### src/rtl/wb_arbiter.sv
// Writeback arbiter: merges pipeline writeback and buffered long-latency results onto one
// registered register-file write port. Optional busy scoreboard under WB_SCOREBOARD_EN.
module wb_arbiter #(
    parameter int unsigned DEPTH = 4,
    parameter int unsigned XLEN  = 32
) (
    input  logic                    clk_i,
    input  logic                    rst_i,
    input  logic                    pipe_valid_i,
    input  logic [4:0]              pipe_rd_i,
    input  logic [XLEN-1:0]         pipe_data_i,
    input  logic                    lu_issue_i,
    input  logic [4:0]              lu_issue_rd_i,
    input  logic                    lu_valid_i,
    input  logic [4:0]              lu_rd_i,
    input  logic [XLEN-1:0]         lu_data_i,
    output logic                    lu_ready_o,
    output logic                    wb_we_o,
    output logic [4:0]              wb_rd_o,
    output logic [XLEN-1:0]         wb_data_o,
    output logic [31:0]             busy_o,
    output logic [$clog2(DEPTH):0]  fifo_count_o
);

    localparam int unsigned AW = $clog2(DEPTH);
    localparam int unsigned CW = AW + 1;

    logic [4:0]      mem_rd_q   [DEPTH];
    logic [XLEN-1:0] mem_data_q [DEPTH];
    logic [AW-1:0]   wr_ptr_q, rd_ptr_q;
    logic [CW-1:0]   count_q, count_d;

    logic            wb_we_q;
    logic [4:0]      wb_rd_q;
    logic [XLEN-1:0] wb_data_q;

    logic            lu_xfer, fifo_empty, push, pop, bypass;
    logic            sel_valid, sel_lu;
    logic [4:0]      sel_rd;
    logic [XLEN-1:0] sel_data;

    assign lu_ready_o = (count_q != CW'(DEPTH));
    assign lu_xfer    = lu_valid_i && lu_ready_o;
    assign fifo_empty = (count_q == '0);

    // Pipeline first, then the FIFO head, then a same-cycle lu bypass.
    always_comb begin
        pop       = 1'b0;
        bypass    = 1'b0;
        sel_valid = 1'b0;
        sel_lu    = 1'b0;
        sel_rd    = '0;
        sel_data  = '0;
        if (pipe_valid_i) begin
            sel_valid = 1'b1;
            sel_rd    = pipe_rd_i;
            sel_data  = pipe_data_i;
        end else if (!fifo_empty) begin
            pop       = 1'b1;
            sel_valid = 1'b1;
            sel_lu    = 1'b1;
            sel_rd    = mem_rd_q[rd_ptr_q];
            sel_data  = mem_data_q[rd_ptr_q];
        end else if (lu_xfer) begin
            bypass    = 1'b1;
            sel_valid = 1'b1;
            sel_lu    = 1'b1;
            sel_rd    = lu_rd_i;
            sel_data  = lu_data_i;
        end
    end

    assign push = lu_xfer && !bypass;

    always_comb begin
        count_d = count_q;
        unique case ({push, pop})
            2'b10:   count_d = count_q + CW'(1);
            2'b01:   count_d = count_q - CW'(1);
            default: count_d = count_q;
        endcase
    end

    always_ff @(posedge clk_i or posedge rst_i) begin
        if (rst_i) begin
            wr_ptr_q  <= '0;
            rd_ptr_q  <= '0;
            count_q   <= '0;
            wb_we_q   <= 1'b0;
            wb_rd_q   <= '0;
            wb_data_q <= '0;
        end else begin
            count_q <= count_d;
            if (push) wr_ptr_q <= wr_ptr_q + AW'(1);
            if (pop)  rd_ptr_q <= rd_ptr_q + AW'(1);
            // Writes to x0 still consume their entry but never reach the register file.
            wb_we_q <= sel_valid && (sel_rd != 5'd0);
            if (sel_valid) begin
                wb_rd_q   <= sel_rd;
                wb_data_q <= sel_data;
            end
        end
    end

    always_ff @(posedge clk_i) begin
        if (push) begin
            mem_rd_q[wr_ptr_q]   <= lu_rd_i;
            mem_data_q[wr_ptr_q] <= lu_data_i;
        end
    end

    assign wb_we_o      = wb_we_q;
    assign wb_rd_o      = wb_rd_q;
    assign wb_data_o    = wb_data_q;
    assign fifo_count_o = count_q;

`ifdef WB_SCOREBOARD_EN
    logic [31:0] busy_q, busy_d;

    // Set is applied after clear so a same-cycle reissue keeps the register busy.
    always_comb begin
        busy_d = busy_q;
        if (sel_lu && sel_rd != 5'd0) busy_d[sel_rd] = 1'b0;
        if (lu_issue_i && lu_issue_rd_i != 5'd0) busy_d[lu_issue_rd_i] = 1'b1;
    end

    always_ff @(posedge clk_i or posedge rst_i) begin
        if (rst_i) begin
            busy_q <= '0;
        end else begin
            busy_q <= busy_d;
        end
    end

    assign busy_o = busy_q;
`else
    logic unused_issue;
    assign unused_issue = ^{lu_issue_i, lu_issue_rd_i, sel_lu};
    assign busy_o       = '0;
`endif

endmodule

### config.mk
export PLATFORM = sky130hd
export DESIGN_NAME = wb_arbiter
export DESIGN_NICKNAME = d
export VERILOG_FILES = /design/src/rtl/wb_arbiter.sv
export SDC_FILE = /design/constraint.sdc
export NUM_CORES = 1
export LEC_CHECK = 0
export CORE_ASPECT_RATIO = 2
export CORE_UTILIZATION = 30
export CTS_CLUSTER_DIAMETER = 120
export DETAILED_ROUTE_END_ITERATION = 16
export SETUP_SLACK_MARGIN = 0.5
export SLEW_MARGIN = 20
export SYNTH_ARGS = -nofsm -noshare
export SYNTH_HDL_FRONTEND = slang
export SYNTH_SLANG_ARGS = --single-unit
### constraint.sdc
create_clock -name clk_i -period 2.7 [get_ports clk_i]
set_input_delay 0.54 -clock clk_i [delete_from_list [all_inputs] [get_ports clk_i]]
set_output_delay 0.54 -clock clk_i [all_outputs]
set_load 0.01 [all_outputs]
==> impl_results.md <==
- HPWL after DPL: approximately 13000 um
- Final ANT Viol Nets: 0
- CTS buffer count: 17
- IO Port Bufs: about 120
- Max Cap Violations: 0
- Worst skew pair latency: 430 ps
- Post-synth top cells: edfxtp_1 (148), dfrtp_1 (45), a21oi_1 (39)
- Inst Count DP: between 900 and 1k
- Initial Util: 30.7%
- Hold Crit Class: in -> async
- Main synth FF type: edfxtp_1
- P_int: 7280 uW
- Fin cells: just under 1k
- Post-Syn Area: 8110 um^2
- Core area: 26400 um^2
- Initial DRC count: roughly 260
- Netlist cell types: 33
- Clock Root Buffer: clkbuf_16
- GRT Total Usage: 14.2%
- Number of hold buffers added after CTS: 0
- R2R setup slack: 460 ps
- Place WS: ~160 ps
- Vias per inst: between 4 and 5
- Final core area utilization: 39.7%
- Number of synthesized flops with an enable pin: between 100 and 150
- Syn avg cell area: between 15 and 20 um^2
- Seq cells post-synth: 193
- RR Startpoint: fifo_count_o[2]$_DFFE_PP0P_
- Combinational power share: about a third
- Nets@finish: 723
- First-pass iteration count of the detailed router: 4
- Vias: approximately 4.7k
- Critical path fanouts, max: 2
- Area Overhead vs Synth: 29.1%
- CTS max path bufs: 2
- CTS HTree Levels: 4
- Clk slew on worst S/H paths: 70 ps
- Synth Area in Adders: just over 1%
- # setup viols final: 0
- Clk pwr share: 25.3%
- Main combinational cell family by area after synthesis: multiplexers
- Synth Area in Compound Gates: between 9 and 10%
- Top-area cell type share of the netlist area: 54.8%
- # rows: 84
- Sequential area share after synthesis: 68.7%
- Slew @ Worst Pin: between 600 and 700 ps
- Final slew viol count: 0
- Xor/xnor share of the synthesized area: 0.648%
- First-pass GRT wire length: 28800 um
- Largest net degree at the start of global routing: 64
- Mux contribution to synthesized area: 10.4%
- Residual DRC: 0
- Peak supply drop: 490 uV
- Reg2reg end: fifo_count_o[2]$_DFFE_PP0P_
- Critical path class: reg -> reg
- Final period util: 82.9%
- Post-Route WL: approximately 19000 um
- Total power: 10400 uW
- RSZ-0062 raised after global routing: yes
- Share of layout cells above drive strength 1: 21.7%
- Max Clock Skew: 9.41 ps
- Largest area contributor in the netlist: edfxtp_1
- WL/cell: approximately 19 um
- Final GP Congestion: between 0.7 and 0.8
- P_leak: 0.00359 uW
- Sequential share of power: 41.9%
- Switching pwr: slightly above 3000 uW
- Setup_tns: 0 ps
- Min cycle time layout: 2240 ps
- Initial antenna violation count: 4
- Count leader, synth: edfxtp_1
- Post-synth ARST share: between 20% and 30%
- Status: finished clean
- CTS Sinks: 193
- Die height: 235 um
- Area contributors post-synth: edfxtp_1 (55%), dfrtp_1 (14%), mux4_2 (10%)
- IO Pins: 158
- CP startpoint kind: flop
- Die Area: 27700 um^2
- Post-synthesis simple-gate area fraction: between 4 and 5%
- Synth Warn #: 0
- Final Worst Setup Slack: 461 ps
- Final hold vios: 0
- Fmax: 0.447 GHz
- Vias in the first global route: 5022
- Required time of the critical path: 3040 ps
- Worst r2r path cells: 9
- Max-Slew Margin vs Limit: 59.9%
- Cell Pwr Density: 992 nW/um^2
- Width of the die: 118 um
- CP arrival: 2580 ps
- TritonCTS clock tree: done
- Critical path capture point type: flop
- Grt ovf: 0
- Net Sw Frac: between 20% and 30%
- Syn Inst Count: 494
-- worst max-delay path by stage --
stage	from	endpoint	slack [ps]	depth (start not counted)
after floorplan	fifo_count_o[1]$_DFFE_PP0P_	fifo_count_o[2]$_DFFE_PP0P_	500	9
after detailed placement	pipe_valid_i	fifo_count_o[2]$_DFFE_PP0P_	160	9
final	fifo_count_o[2]$_DFFE_PP0P_	fifo_count_o[2]$_DFFE_PP0P_	460	9
after global routing	fifo_count_o[2]$_DFFE_PP0P_	fifo_count_o[2]$_DFFE_PP0P_	350	9
after CTS	fifo_count_o[1]$_DFFE_PP0P_	fifo_count_o[2]$_DFFE_PP0P_	440	9
after global placement	pipe_valid_i	fifo_count_o[2]$_DFFE_PP0P_	250	9
-- cells in the final DEF (no fill, tap or decap), types with 3 or more instances in the layout --
master           netlist  routed
a31oi_1                4       4
mux4_2                37      37
clkinv_4               0       4
xor2_1                 3       3
a21oi_1               39      39
o22ai_1                6       6
nand3b_1              26      26
inv_2                  0       3
edfxtp_1             148     148
nand2_1               26      26
buf_12                 0       8
ha_1                   5       4
nand3_1                5       5
clkdlybuf4s50_1        0     117
and2_2                 0       4
a21o_1                 4       4
xnor2_1                3       3
dfrtp_2                0       4
diode_2                0       3
dfrtp_1               45      41
bufinv_16              0       4
o22ai_2               20      20
clkbuf_16              0      17
o21ai_0               32      32
clkinvlp_4             0       3
nor2_1                 4       4
conb_1                 1      32
inv_1                  8       4
buf_4                 36      24
-- timing repair --
item | 4_1_cts | 5_1_grt
pin swaps | 4 | 4
endpoints found under the setup margin | 3 | 7
setup buffers | 8 | 1
resized for setup | 1 | 5
-- power groups by stage --
| stage | logic, uW | clock network (uW) | registers, uW |
|---|---|---|---|
| 3_3_place_gp | 3280 | 0 | 4380 |
| 5_1_grt | 3700 | 2800 | 4420 |
| 3_5_place_dp | 3350 | 0 | 4450 |
| 2_1_floorplan | 1920 | 0 | 4380 |
| 6_report | 3420 | 2620 | 4350 |
| 4_1_cts | 3470 | 2680 | 4360 |
-- worst max-delay path, stage by stage (launching register included) --
cell and delay, ps:
dfrtp_2 410, or3_4 390, o211a_4 250, inv_4 60, ha_4 130, inv_2 40
fa_2 380, xor2_1 150, nor2_1 140, xor2_1 200
-- stage by stage --
step           hold slack (ps)  instance area [um^2]
6_report                   473                 10500
5_1_grt                    495                 10500
4_1_cts                    477                 10400
3_5_place_dp               467                  9760
3_3_place_gp               464                  9760
2_1_floorplan              511                  8250
-- layout make-up --
class | instances | area, um^2
inverters | 8 | 32.5
clock inverters | 13 | 188
fillers | 2387 | 15900
well taps | 344 | 430
flip-flops and latches | 193 | 5580
diodes | 3 | 7.51
multi-input cells | 261 | 2270
repair buffers | 152 | 1540
clock buffers | 19 | 433
-- state kept, by name, indices dropped and copies added, names as in the netlist --
register / count
fifo_count_o: 3
mem_data_q: 128
wb_we_o: 1
wr_ptr_q: 2
wb_rd_o: 5
wb_data_o: 32
rd_ptr_q: 2
mem_rd_q: 20
-- kinds of logic after synthesis --
group                      after synthesis
muxes                                   38
adders and majority gates                6
other                                    1
AOI/OAI and AO/OA                      109
xor gates and xnor gates                 6
and+or+nand+nor                         70
buffers and inverters                   71
DFF                                    193
-- per-layer routing --
layer / track usage [%] / wire length [um] / vias to the layer above
met3: 2.96 / 818 / 23
met5: 0 / 12 / -
met2: 27.2 / 11000 / 138
li1: - / - / 2128
met4: 7.09 / 427 / 2
met1: 14.5 / 6640 / 2391
Power figures use the tool's default switching activity.
